$ cat config.mk
export PLATFORM = sky130hd
export DESIGN_NAME = wishbone_sram_bridge
export DESIGN_NICKNAME = d
export VERILOG_FILES = /design/src/rtl/wishbone_sram_bridge.sv
export SDC_FILE = /design/constraint.sdc
export NUM_CORES = 1
export LEC_CHECK = 0
export BUFFER_PORTS_ARGS = -buffer_cell sky130_fd_sc_hd__buf_4
export CAP_MARGIN = 20
export CORE_MARGIN = 2
export CORE_UTILIZATION = 26
export DETAILED_ROUTE_END_ITERATION = 16
export REMOVE_ABC_BUFFERS = 1
export SYNTH_ARGS = -nofsm -noshare
export SYNTH_HDL_FRONTEND = slang
export SYNTH_SLANG_ARGS = --single-unit
$ cat constraint.sdc
create_clock -name clk -period 2.6 [get_ports clk]
set_input_delay 0.26 -clock clk [delete_from_list [all_inputs] [get_ports clk]]
set_output_delay 0.26 -clock clk [all_outputs]
set_load 0.05 [all_outputs]
$ cat src/rtl/wishbone_sram_bridge.sv
// -----------------------------------------------------------------------------
// wishbone_sram_bridge
//
// Wishbone classic slave that fronts one SRAM bank through the SRAM wrapper's
// primary read/write port. It decodes its own address window and turns byte
// addresses into word addresses. It waits out the SRAM read latency, registers
// the read data and returns a one-cycle ack (or error for out-of-window
// accesses).
//
// Ports:
//   clk, rst            system clock, asynchronous active-high reset
//   wb_cyc_i, wb_stb_i  bus cycle / strobe (request = cyc & stb)
//   wb_we_i             write enable
//   wb_sel_i            byte lane select (BYTE_COUNT bits)
//   wb_adr_i            byte address (BUS_ADDRESS_SIZE bits)
//   wb_data_i           write data (WORD_SIZE bits)
//   wb_ack_o            transfer acknowledge, one cycle
//   wb_error_o          out-of-window access, one cycle
//   wb_data_o           registered read data, held until the next read
//   primarySelect       SRAM select
//   primaryWriteEnable  SRAM write enable
//   primaryWriteMask    SRAM byte mask
//   primaryAddress      SRAM word address
//   primaryDataWrite    SRAM write data
//   primaryDataRead     SRAM read data
// -----------------------------------------------------------------------------
module wishbone_sram_bridge #(
  parameter int                          BYTE_COUNT       = 4,
  parameter int                          ADDRESS_SIZE     = 9,
  parameter int                          BUS_ADDRESS_SIZE = 24,
  parameter logic [BUS_ADDRESS_SIZE-1:0] BASE_ADDRESS     = '0,
  parameter int                          READ_LATENCY     = 1,
  localparam int                         WORD_SIZE        = 8 * BYTE_COUNT
) (
  input  logic                        clk,
  input  logic                        rst,
  input  logic                        wb_cyc_i,
  input  logic                        wb_stb_i,
  input  logic                        wb_we_i,
  input  logic [BYTE_COUNT-1:0]       wb_sel_i,
  input  logic [BUS_ADDRESS_SIZE-1:0] wb_adr_i,
  input  logic [WORD_SIZE-1:0]        wb_data_i,
  output logic                        wb_ack_o,
  output logic                        wb_error_o,
  output logic [WORD_SIZE-1:0]        wb_data_o,
  output logic                        primarySelect,
  output logic                        primaryWriteEnable,
  output logic [BYTE_COUNT-1:0]       primaryWriteMask,
  output logic [ADDRESS_SIZE-1:0]     primaryAddress,
  output logic [WORD_SIZE-1:0]        primaryDataWrite,
  input  logic [WORD_SIZE-1:0]        primaryDataRead
);

  localparam int OFFSET_BITS = $clog2(BYTE_COUNT);
  localparam int WINDOW_LSB  = ADDRESS_SIZE + OFFSET_BITS;
  localparam int CW          = 2;

  typedef enum logic [1:0] {IDLE, READ, ACK} state_t;

  state_t          state, next_state;
  logic [CW-1:0]   count, count_next;
  logic            ack_next, err_next, capture;
  logic            req, hit, start;

  // The byte-offset bits never reach the SRAM; the word is always accessed
  // whole and the byte mask selects lanes.
  if (OFFSET_BITS > 0) begin : g_offset
    logic unused_offset;
    assign unused_offset = ^wb_adr_i[OFFSET_BITS-1:0];
  end

  // Address decode: everything above the word address must match the base.
  assign req   = wb_cyc_i & wb_stb_i;
  assign hit   = (wb_adr_i[BUS_ADDRESS_SIZE-1:WINDOW_LSB] ==
                  BASE_ADDRESS[BUS_ADDRESS_SIZE-1:WINDOW_LSB]);
  assign start = (state == IDLE) && req && hit;

  // SRAM port is driven straight from the bus so the access is issued in the
  // request cycle; reset forces the whole port quiet.
  always_comb begin
    primarySelect      = 1'b0;
    primaryWriteEnable = 1'b0;
    primaryWriteMask   = '0;
    primaryAddress     = '0;
    primaryDataWrite   = '0;
    if (!rst) begin
      primaryAddress   = wb_adr_i[WINDOW_LSB-1:OFFSET_BITS];
      primaryDataWrite = wb_data_i;
      if (start) begin
        primarySelect      = 1'b1;
        primaryWriteEnable = wb_we_i;
        primaryWriteMask   = wb_we_i ? wb_sel_i : '1;
      end
    end
  end

  // Next-state logic. The latency counter is loaded when a read is issued
  // and the data is captured on the edge where it reaches 1, which is the
  // edge where the SRAM's read data is first valid.
  always_comb begin
    next_state = state;
    count_next = count;
    ack_next   = 1'b0;
    err_next   = 1'b0;
    capture    = 1'b0;
    case (state)
      IDLE: begin
        if (req) begin
          if (!hit) begin
            err_next   = 1'b1;
            next_state = ACK;
          end else if (wb_we_i) begin
            ack_next   = 1'b1;
            next_state = ACK;
          end else begin
            count_next = CW'(READ_LATENCY);
            next_state = READ;
          end
        end
      end
      READ: begin
        if (!wb_cyc_i) begin
          count_next = '0;
          next_state = IDLE;
        end else if (count == CW'(1)) begin
          capture    = 1'b1;
          ack_next   = 1'b1;
          count_next = '0;
          next_state = ACK;
        end else begin
          count_next = count - CW'(1);
        end
      end
      ACK: begin
        next_state = IDLE;
      end
      default: begin
        next_state = IDLE;
      end
    endcase
  end

  // State and registered bus outputs.
  always_ff @(posedge clk or posedge rst) begin
    if (rst) begin
      state      <= IDLE;
      count      <= '0;
      wb_ack_o   <= 1'b0;
      wb_error_o <= 1'b0;
      wb_data_o  <= '0;
    end else begin
      state      <= next_state;
      count      <= count_next;
      wb_ack_o   <= ack_next;
      wb_error_o <= err_next;
      if (capture) begin
        wb_data_o <= primaryDataRead;
      end
    end
  end

endmodule

==> results.json, run 1 <==
{
  "synthCells": 165,
  "viasPerCell": 4.21,
  "min_path_cells": 2,
  "synth_area_leader_cell": "dfrtp_1",
  "grt_max_degree": 44,
  "final_area_um2": 3500,
  "wl_per_cell_um": 13.6,
  "die_w_um": 91.7,
  "maxCapViolCount": 0,
  "cts_buffers": 5,
  "grt_pass1_vias": 1790,
  "syn-cell-area_um2": 2000,
  "critPathSlowestCell": "dfrtp_1",
  "io_pins": 178,
  "ys_warn_count": 0,
  "cts_tree": "built",
  "power_leakage_nw": 1.98,
  "path_clk_slew_ns": 0.08,
  "synth_edf_count": 0,
  "period_minus_slack_ns": 2.04,
  "skew_ns": 0.00827,
  "final-hold-violation-count": 0,
  "drive_above_1_share_pct": 65.1,
  "postCtsSetupBuffers": 0,
  "drc_errors": 0,
  "status": "complete, no violations",
  "clockRootBuffer": "clkbuf_8",
  "drtPass1Iterations": 2,
  "p_per_area_nw_per_um2": 411,
  "cts_hold_buf": 0,
  "rsz0062_at_grt": "no",
  "arrival_ns": 1.78,
  "finalCritPeriodShare_pct": 78.5,
  "clk_latency_ns": 0.29,
  "coreArea_um2": 7370,
  "start_kind": "flip-flop",
  "fin_setup_tns_ns": 0,
  "ant_nets": 0,
  "ys_async_sr_fraction_pct": 100,
  "routed_wirelength_mm": 6.00,
  "critPathMaxStageDelay_ns": 0.43,
  "via_count": 1851,
  "ys_top_cells_by_area": "dfrtp_1 48%, mux2_4 21%, nor2b_1 13%, mux2_2 2.3%, inv_1 1.9%",
  "synth-seq-cells": 38,
  "clkSinkCount": 38,
  "cp.depth": 5,
  "fillCellCount": 708,
  "max_freq_mhz": 490,
  "mostFrequentLayoutCell": "buf_4",
  "dieArea_um2": 8420,
  "cp.required_ns": 2.34,
  "dp_hpwl_mm": 4.66,
  "ys.flop_type": "dfrtp_1",
  "reg2regPathDepth": 3,
  "critPathCaptureType": "output pin",
  "clk_path_buf_depth": 2,
  "crit_path_max_fanout": 5,
  "synth_top_area_share_pct": 47.5,
  "antenna_found_initial": 0,
  "antenna_cells": 0,
  "final-max-slew-violation-count": 0,
  "syn2layout_area_growth_pct": 75.0,
  "track_usage_pct": 14.0,
  "num_rows": 31,
  "start_util_pct": 27.2,
  "layout_common_cells": "176 x buf_4, 41 x nor2b_1, 38 x dfrtp_1",
  "numPortBuffers": 175,
  "avgSynthCellArea_um2": 12.1,
  "worst_slew_pin_slew_ns": 0.662,
  "hold_path.class": "input port to flip-flop",
  "yosysSeqAreaShare_pct": 47.5,
  "ctsHtreeMaxLevel": 2,
  "synth_cell_types": 28,
  "overflow": 0,
  "drt_iter0_drc": 37,
  "cp_top_family": "simple AND/OR/NAND/NOR gates",
  "setup_violations": 0,
  "slew_headroom_pct": 55.9,
  "crit_type": "flip-flop to output pin",
  "grt_pass1_wl_mm": 9.43,
  "globalplace.congestion": 0.848,
  "path_cells": "nor2_1 > and3_1 > nand4b_1 > a21oi_1 > buf_4",
  "die_h_um": 91.7,
  "cp.buffers_inverters": 1,
  "nNetsFinal": 438,
  "peakVddDrop_mv": 0.306,
  "postPlaceCellArea_um2": 3390,
  "postCtsResizedCells": 0
}
## layout make-up
cell class / instances / area, µm² / share of cell area (%)
clock inverter: 3 / 40.0 / 1.14
inverter: 10 / 37.5 / 1.07
tap: 99 / 124 / 3.54
clock buffer: 5 / 68.8 / 1.96
timing repair buffer: 176 / 1320 / 37.7
multi-input combinational: 109 / 961 / 27.4
sequential: 38 / 951 / 27.1
## metal layers
layer  wire [µm]  vias to the layer above  GRT usage, %  part of all wire [%]
li1            -                      901             -                     -
met1        2520                      852          17.3                    42
met2        2970                       90          23.3                    50
met3         440                        8          4.52                   7.3
met4          70                        0          4.35                   1.2
met5           0                        -             0                     0
## metrics by stage
| stage | setup WS (ns) | hold WS, ns | utilization, % | total power, mW | std cells |
|---|---|---|---|---|---|
| CTS | 0.513 | 0.184 | 47.5 | 1.46 | 440 |
| detailed placement | 0.735 | 0.495 | 46.1 | 0.959 | 432 |
| finish | 0.560 | 0.193 | 47.5 | 1.44 | 440 |
| floorplan | 0.594 | 0.388 | - | 0.777 | 157 |
| global route | 0.334 | 0.175 | 47.5 | 1.51 | 440 |
| global placement | 0.751 | 0.492 | 46.1 | 0.956 | 432 |
## final timing paths
path                                    start                  end  slack, ns
max                                  state[0]  primaryWriteMask[3]       0.56
min                        primaryDataRead[2]         wb_data_o[2]       0.19
max reg2reg                          state[1]        wb_data_o[30]       0.73
min reg2reg                     wb_data_o[30]        wb_data_o[30]       0.52
max in group asynchronous                 rst         wb_data_o[4]       1.97
min in group asynchronous                 rst             state[0]       0.29
## sequential cells by signal, summed over array words and instances (netlist names)
register / cells
wb_ack_o: 1
state: 2
wb_data_o: 32
wb_error_o: 1
count: 2
## synth_stat cells, types with 2 or more instances
| master | instances |
|---|---|
| inv_1 | 10 |
| nor2b_1 | 41 |
| dfrtp_1 | 38 |
| mux2_4 | 28 |
| a21oi_1 | 5 |
| o21ai_0 | 3 |
| clkbuf_1 | 5 |
| buf_6 | 3 |
| nand2_1 | 4 |
| nand3_1 | 2 |
| nor4_1 | 2 |
| nor2_1 | 5 |
| mux2_2 | 4 |
## cells by family (layout without fill, tap and decap cells)
logic type / after synthesis / count (layout) / synth area share (%)
simple gates: 63 / 63 / 19.9
flops: 38 / 38 / 47.5
mux: 32 / 32 / 23.2
buf+inv: 18 / 194 / 4.50
compound gates: 13 / 13 / 4.25
fa+ha+maj: 1 / 1 / 0.625
## power by group
group	leakage [nW]	internal, mW	switching (mW)
clock network	0.0579	0.282	0.212
logic	1.40	0.155	0.193
registers	0.524	0.594	0.00252
total	1.98	1.03	0.407
No activity file was read; power rests on OpenSTA's default activity.
==> run 2, diff against run 1 <==
==> constraint.sdc (replaced) <==
create_clock -name clk -period 1.8 [get_ports clk]
set_input_delay 0.18 -clock clk [delete_from_list [all_inputs] [get_ports clk]]
set_output_delay 0.18 -clock clk [all_outputs]
set_load 0.05 [all_outputs]
==> run 2 against run 1 <==
Worst setup slack worse by 0.51 ns. Die area unchanged. Sequential power up 44%. Design area up 4.1%. Via count up 4.4%. Sequential share of layout area down 1.1 points. Cell count up 3.2%.
==> results.json, run 2 (synthesized netlist as in run 1, its figures left out) <==
{
  "die_w_um": 91.7,
  "crit_path_max_fanout": 5,
  "path_clk_slew_ns": 0.08,
  "period_minus_slack_ns": 1.75,
  "cp.required_ns": 1.62,
  "reg2regPathDepth": 6,
  "dieArea_um2": 8420,
  "stdcell_count": 454,
  "critPathMaxStageDelay_ns": 0.40,
  "num_rows": 31,
  "timing.rr.start": "state[0]",
  "power_leakage_nw": 2.04,
  "critPathCaptureType": "output pin",
  "max_freq_mhz": 570,
  "status": "complete, no violations",
  "die_h_um": 91.7,
  "drt_iter0_drc": 37,
  "crit_type": "flip-flop to output pin",
  "clkSinkCount": 38,
  "peakVddDrop_mv": 0.276,
  "layout_common_cells": "184 x buf_4, 41 x nor2b_1, 38 x dfrtp_1",
  "grt_pass1_vias": 1797,
  "drive_above_1_share_pct": 68.2,
  "crit_path_end": "primaryWriteMask[3]",
  "hold_path.class": "input port to async pin",
  "grt_pass1_wl_mm": 9.45,
  "ctsHtreeMaxLevel": 2,
  "start_util_pct": 27.2,
  "r2r-end": "wb_data_o[31]",
  "dp_hpwl_mm": 4.73,
  "setup_violations": 0,
  "routed_wirelength_mm": 6.22,
  "cts_tree": "built",
  "ant_nets": 0,
  "clk_latency_ns": 0.28,
  "dpl.cell_count": 436,
  "final-max-slew-violation-count": 0,
  "finalPower_mw": 2.00,
  "syn2layout_area_growth_pct": 82.3,
  "finalCritPeriodShare_pct": 97.5,
  "globalplace.congestion": 0.871,
  "reg.largest.list": "wb_data_o (32), count (2), state (2)",
  "drc_errors": 0,
  "maxCapViolCount": 0,
  "p_per_area_nw_per_um2": 547,
  "r2r_setup_slack_ns": 0.14,
  "slew_headroom_pct": 67.5,
  "fillCellCount": 710,
  "nNetsFinal": 452,
  "via_count": 1932,
  "antenna_cells": 0,
  "largest_register_ffs": 32,
  "skew_ns": 0.00510,
  "io_pins": 178,
  "drtPass1Iterations": 4,
  "path_cells": "nor2_2 > and3_4 > nand4b_1 > buf_6 > a21oi_2 > buf_6",
  "final-hold-violation-count": 0,
  "viasPerCell": 4.26,
  "mostFrequentLayoutCell": "buf_4",
  "worst_slew_pin_slew_ns": 0.488,
  "critPathSlowestCell": "dfrtp_1",
  "crit_start": "state[0]",
  "clk_path_buf_depth": 2,
  "cpMostUsedCell": "buf_6",
  "wl_per_cell_um": 13.7,
  "clockRootBuffer": "clkbuf_8",
  "track_usage_pct": 14.0,
  "grt_max_degree": 39,
  "antenna_found_initial": 0,
  "cts_buffers": 5,
  "start_kind": "flip-flop",
  "numPortBuffers": 175,
  "rsz0062_at_grt": "yes",
  "coreArea_um2": 7370,
  "overflow": 0,
  "regMostFlops": "wb_data_o",
  "arrival_ns": 1.57
}
[run 2: cell types whose count changed in the layout (fill, tap and decap cells not counted), sizes merged]
cell / previous run / this run
buf: 176 / 190
bufinv: 1 / 0
clkbuf: 5 / 6
clkinv: 3 / 2
clkinvlp: 0 / 1
[run 2: cell type report]
cell class | instances | area [µm²] | area share [%]
Sequential cell | 38 | 951 | 26.1
Timing Repair Buffer | 190 | 1460 | 40.0
Clock buffer | 6 | 82.6 | 2.26
Inverter | 10 | 37.5 | 1.03
Multi-Input combinational cell | 109 | 983 | 27.0
Tap cell | 99 | 124 | 3.40
Clock inverter | 2 | 12.5 | 0.343
[run 2: through the flow]
stage          area [µm²]  setup TNS [ns]  hold WS, ns  worst slack, ns  util, %
6_report             3650               0        0.115           0.0450     49.5
5_1_grt              3650          -0.243        0.104          -0.0762     49.5
4_1_cts              3600         -0.0426        0.108          -0.0176     48.8
3_5_place_dp         3440               0        0.415            0.161     46.6
3_3_place_gp         3440               0        0.411            0.175     46.6
2_1_floorplan        1950          -0.429        0.308           -0.103        -
[run 2: worst max-delay path: cells and delay by family, from the launching register on]
| family | cells | cell delay [ns] |
|---|---|---|
| and+or+nand+nor | 3 | 0.43 |
| DFF | 1 | 0.40 |
| buffers and inverters | 2 | 0.34 |
| AOI/OAI and AO/OA | 1 | 0.13 |
[run 2: repair_timing]
item / in CTS / in global routing
setup buffers: 8 / 2
pin swaps: 2 / 1
resized for setup: 2 / 9
hold buffers: 0 / 0
setup endpoints to repair: 5 / 5
[run 2: power breakdown]
part | switching [mW] | leakage [nW] | internal [mW]
sequential | 0.00291 | 0.524 | 0.857
clock | 0.306 | 0.0472 | 0.308
combinational | 0.286 | 1.47 | 0.236
total | 0.594 | 2.04 | 1.40
[run 2: how the worst min path moves through the flow]
stage                                   start            end  slack, ns
after floorplan                      wb_cyc_i       state[0]       0.31
after global placement    primaryDataRead[18]  wb_data_o[18]       0.41
after detailed placement  primaryDataRead[23]  wb_data_o[23]       0.41
after CTS                 primaryDataRead[29]  wb_data_o[29]       0.11
after global routing      primaryDataRead[15]  wb_data_o[15]       0.10
final                                     rst       wb_ack_o       0.12
[run 2: per-layer routing]
| layer | vias to the layer above | part of all wire (%) | GRT usage, % |
|---|---|---|---|
| met2 | 86 | 52 | 24.6 |
| met4 | 0 | 0.16 | 1.87 |
| li1 | 927 | - | - |
| met1 | 917 | 41 | 17.8 |
| met3 | 2 | 7.1 | 3.45 |
| met5 | - | 0 | 0 |
==> run 3, diff against run 2 <==
--- a/config.mk
+++ b/config.mk
@@ -5,11 +5,12 @@
 export SDC_FILE = /design/constraint.sdc
 export NUM_CORES = 1
 export LEC_CHECK = 0
-export BUFFER_PORTS_ARGS = -buffer_cell sky130_fd_sc_hd__buf_4
 export CAP_MARGIN = 20
 export CORE_MARGIN = 2
-export CORE_UTILIZATION = 26
+export CORE_UTILIZATION = 45
 export DETAILED_ROUTE_END_ITERATION = 16
+export DONT_BUFFER_PORTS = 1
+export PLACE_DENSITY = 0.66
 export REMOVE_ABC_BUFFERS = 1
 export SYNTH_ARGS = -nofsm -noshare
 export SYNTH_HDL_FRONTEND = slang
==> run 3 against run 2 <==
The flow now finishes with violations (setup timing). Fmax fell by 4.4%. Design area is 27% lower. Non-clock buffer count fell by 130. Total power rose by 5.2%. Cell count fell by 39%. Flip-flop and latch count unchanged. Critical endpoint is now primarySelect. Highest routed layer unchanged.
==> results.json, run 3 (synthesized netlist as in run 1, its figures left out) <==
{
  "layout_common_cells": "52 x buf_4, 41 x nor2b_1, 38 x dfrtp_1",
  "crit_type": "flip-flop to output pin",
  "p_per_area_nw_per_um2": 785,
  "cp.depth": 5,
  "r2r_setup_slack_ns": 0.06,
  "cp.buffers_inverters": 2,
  "final-max-slew-violation-count": 0,
  "maxCapViolCount": 0,
  "grt_pass1_wl_mm": 9.14,
  "cp.required_ns": 1.62,
  "largest_register_ffs": 32,
  "mostFrequentLayoutCell": "buf_4",
  "path_cells": "nor2_2 > and3_4 > nand4b_1 > buf_6 > inv_1",
  "grt_pass1_vias": 1552,
  "fillCellCount": 343,
  "die_h_um": 70.7,
  "final_util_pct": 61.9,
  "clockRootBuffer": "clkbuf_8",
  "crit_start": "state[0]",
  "drc_errors": 0,
  "worst_slew_pin_slew_ns": 0.530,
  "cts_buffers": 5,
  "combPwrFrac_pct": 16.9,
  "timing.rr.start": "state[0]",
  "final_area_um2": 2680,
  "peakVddDrop_mv": 0.573,
  "via_count": 1524,
  "drt_iter0_drc": 67,
  "p_sw_uw": 540,
  "place_ws_ns": 0.143,
  "viasPerCell": 5.50,
  "setup_violations": 3,
  "dieArea_um2": 5000,
  "ant_nets": 0,
  "start_kind": "flip-flop",
  "drtPass1Iterations": 4,
  "path_clk_slew_ns": 0.07,
  "crit_path_end": "primarySelect",
  "reg2regPathDepth": 6,
  "io_pins": 178,
  "power.internal_mw": 1.56,
  "power_leakage_nw": 1.43,
  "max_freq_mhz": 545,
  "final-hold-violation-count": 0,
  "track_usage_pct": 23.9,
  "routed_wirelength_mm": 6.16,
  "seqPwrFrac_pct": 41.3,
  "ctsHtreeMaxLevel": 2,
  "reg.largest.list": "wb_data_o (32), count (2), state (2)",
  "critPathCaptureType": "output pin",
  "critPathSlowestCell": "dfrtp_1",
  "dpl.cell_count": 257,
  "slew_headroom_pct": 64.7,
  "finalCritPeriodShare_pct": 102,
  "wl_per_cell_um": 22.2,
  "coreArea_um2": 4320,
  "num_rows": 24,
  "skew_ns": 0.00521,
  "dp_hpwl_mm": 4.63,
  "finalPower_mw": 2.10,
  "stdcell_count": 277,
  "postPlaceCellArea_um2": 2400,
  "clkSinkCount": 38,
  "regMostFlops": "wb_data_o",
  "numPortBuffers": 0,
  "whs_ns": 0.0350,
  "fin_setup_tns_ns": -0.0444,
  "overflow": 0,
  "die_w_um": 70.7,
  "clk_latency_ns": 0.29,
  "arrival_ns": 1.66,
  "rsz0062_at_grt": "yes",
  "globalplace.congestion": 0.874,
  "antenna_found_initial": 0,
  "critPathMaxStageDelay_ns": 0.41,
  "r2r-end": "wb_data_o[9]",
  "clk_path_buf_depth": 2,
  "fin_ws_ns": -0.0362,
  "period_minus_slack_ns": 1.84,
  "start_util_pct": 46.3,
  "crit_path_max_fanout": 5,
  "violations": "setup timing",
  "grt_max_degree": 44,
  "drive_above_1_share_pct": 49.3,
  "nNetsFinal": 322,
  "cts_tree": "built",
  "status": "finished with violations",
  "antenna_cells": 0,
  "cp_top_family": "buffers and inverters",
  "switching_share_pct": 25.7,
  "p_clk_share_pct": 41.9,
  "syn2layout_area_growth_pct": 33.7,
  "hold_path.class": "input port to flip-flop"
}
## run 3: changes by cell type in the layout (fill, tap and decap cells not counted), sizes merged
| cell | change |
|---|---|
| buf | -131 |
| clkinv | -2 |
| inv | +1 |
| clkinvlp | -1 |
| dlygate4sd3 | +1 |
| bufinv | +2 |
## run 3: metal layers
layer / wire, µm / vias up / part of all wire (%) / global-route usage (%)
li1: - / 666 / - / -
met1: 2220 / 733 / 36 / 28.1
met2: 3260 / 106 / 53 / 41.4
met3: 548 / 19 / 8.9 / 8.69
met4: 129 / 0 / 2.1 / 6.08
met5: 0 / - / 0 / 0
## run 3: cell type report
type	count	area (µm²)	share of cell area (%)
multi-input cells	109	983	36.7
clock buffers	6	82.6	3.09
repair buffers	60	497	18.6
flip-flops and latches	38	951	35.5
inverters	10	37.5	1.40
well taps	52	65.1	2.43
clock inverters	2	60.1	2.24
## run 3: timing repair
| item | CTS | global route |
|---|---|---|
| setup endpoints to repair | 5 | 5 |
| hold buffers | 1 | 0 |
| pin swaps | 2 | 2 |
| cloned | 0 | 0 |
| endpoints found under the hold margin | 38 | 0 |
| resized for setup | 4 | 7 |
| buffers inserted | 9 | 2 |
## run 3: worst min path at each step
| stage | start | to | slack, ns | depth (start not counted) |
|---|---|---|---|---|
| 2_1_floorplan | wb_cyc_i | state[0] | 0.31 | 2 |
| 3_3_place_gp | rst | wb_ack_o | 0.23 | 2 |
| 3_5_place_dp | rst | count[1] | 0.24 | 2 |
| 4_1_cts | primaryDataRead[12] | wb_data_o[12] | 0.03 | 1 |
| 5_1_grt | primaryDataRead[11] | wb_data_o[11] | 0.01 | 1 |
| 6_report | primaryDataRead[24] | wb_data_o[24] | 0.03 | 1 |
## run 3: worst register-to-register path: stages, from the launching register on
cell and delay (ns):
dfrtp_1 0.41, buf_4 0.14, buf_4 0.13, and2b_4 0.18
nand3_4 0.16, buf_12 0.25, mux2_4 0.34
## run 3: power by group through the flow
stage	logic [mW]	clock network, mW	registers [mW]
finish	0.354	0.880	0.866
global route	0.369	0.937	0.866
CTS	0.353	0.890	0.866
detailed placement	0.334	0	0.883
global placement	0.329	0	0.882
floorplan	0.242	0	0.881
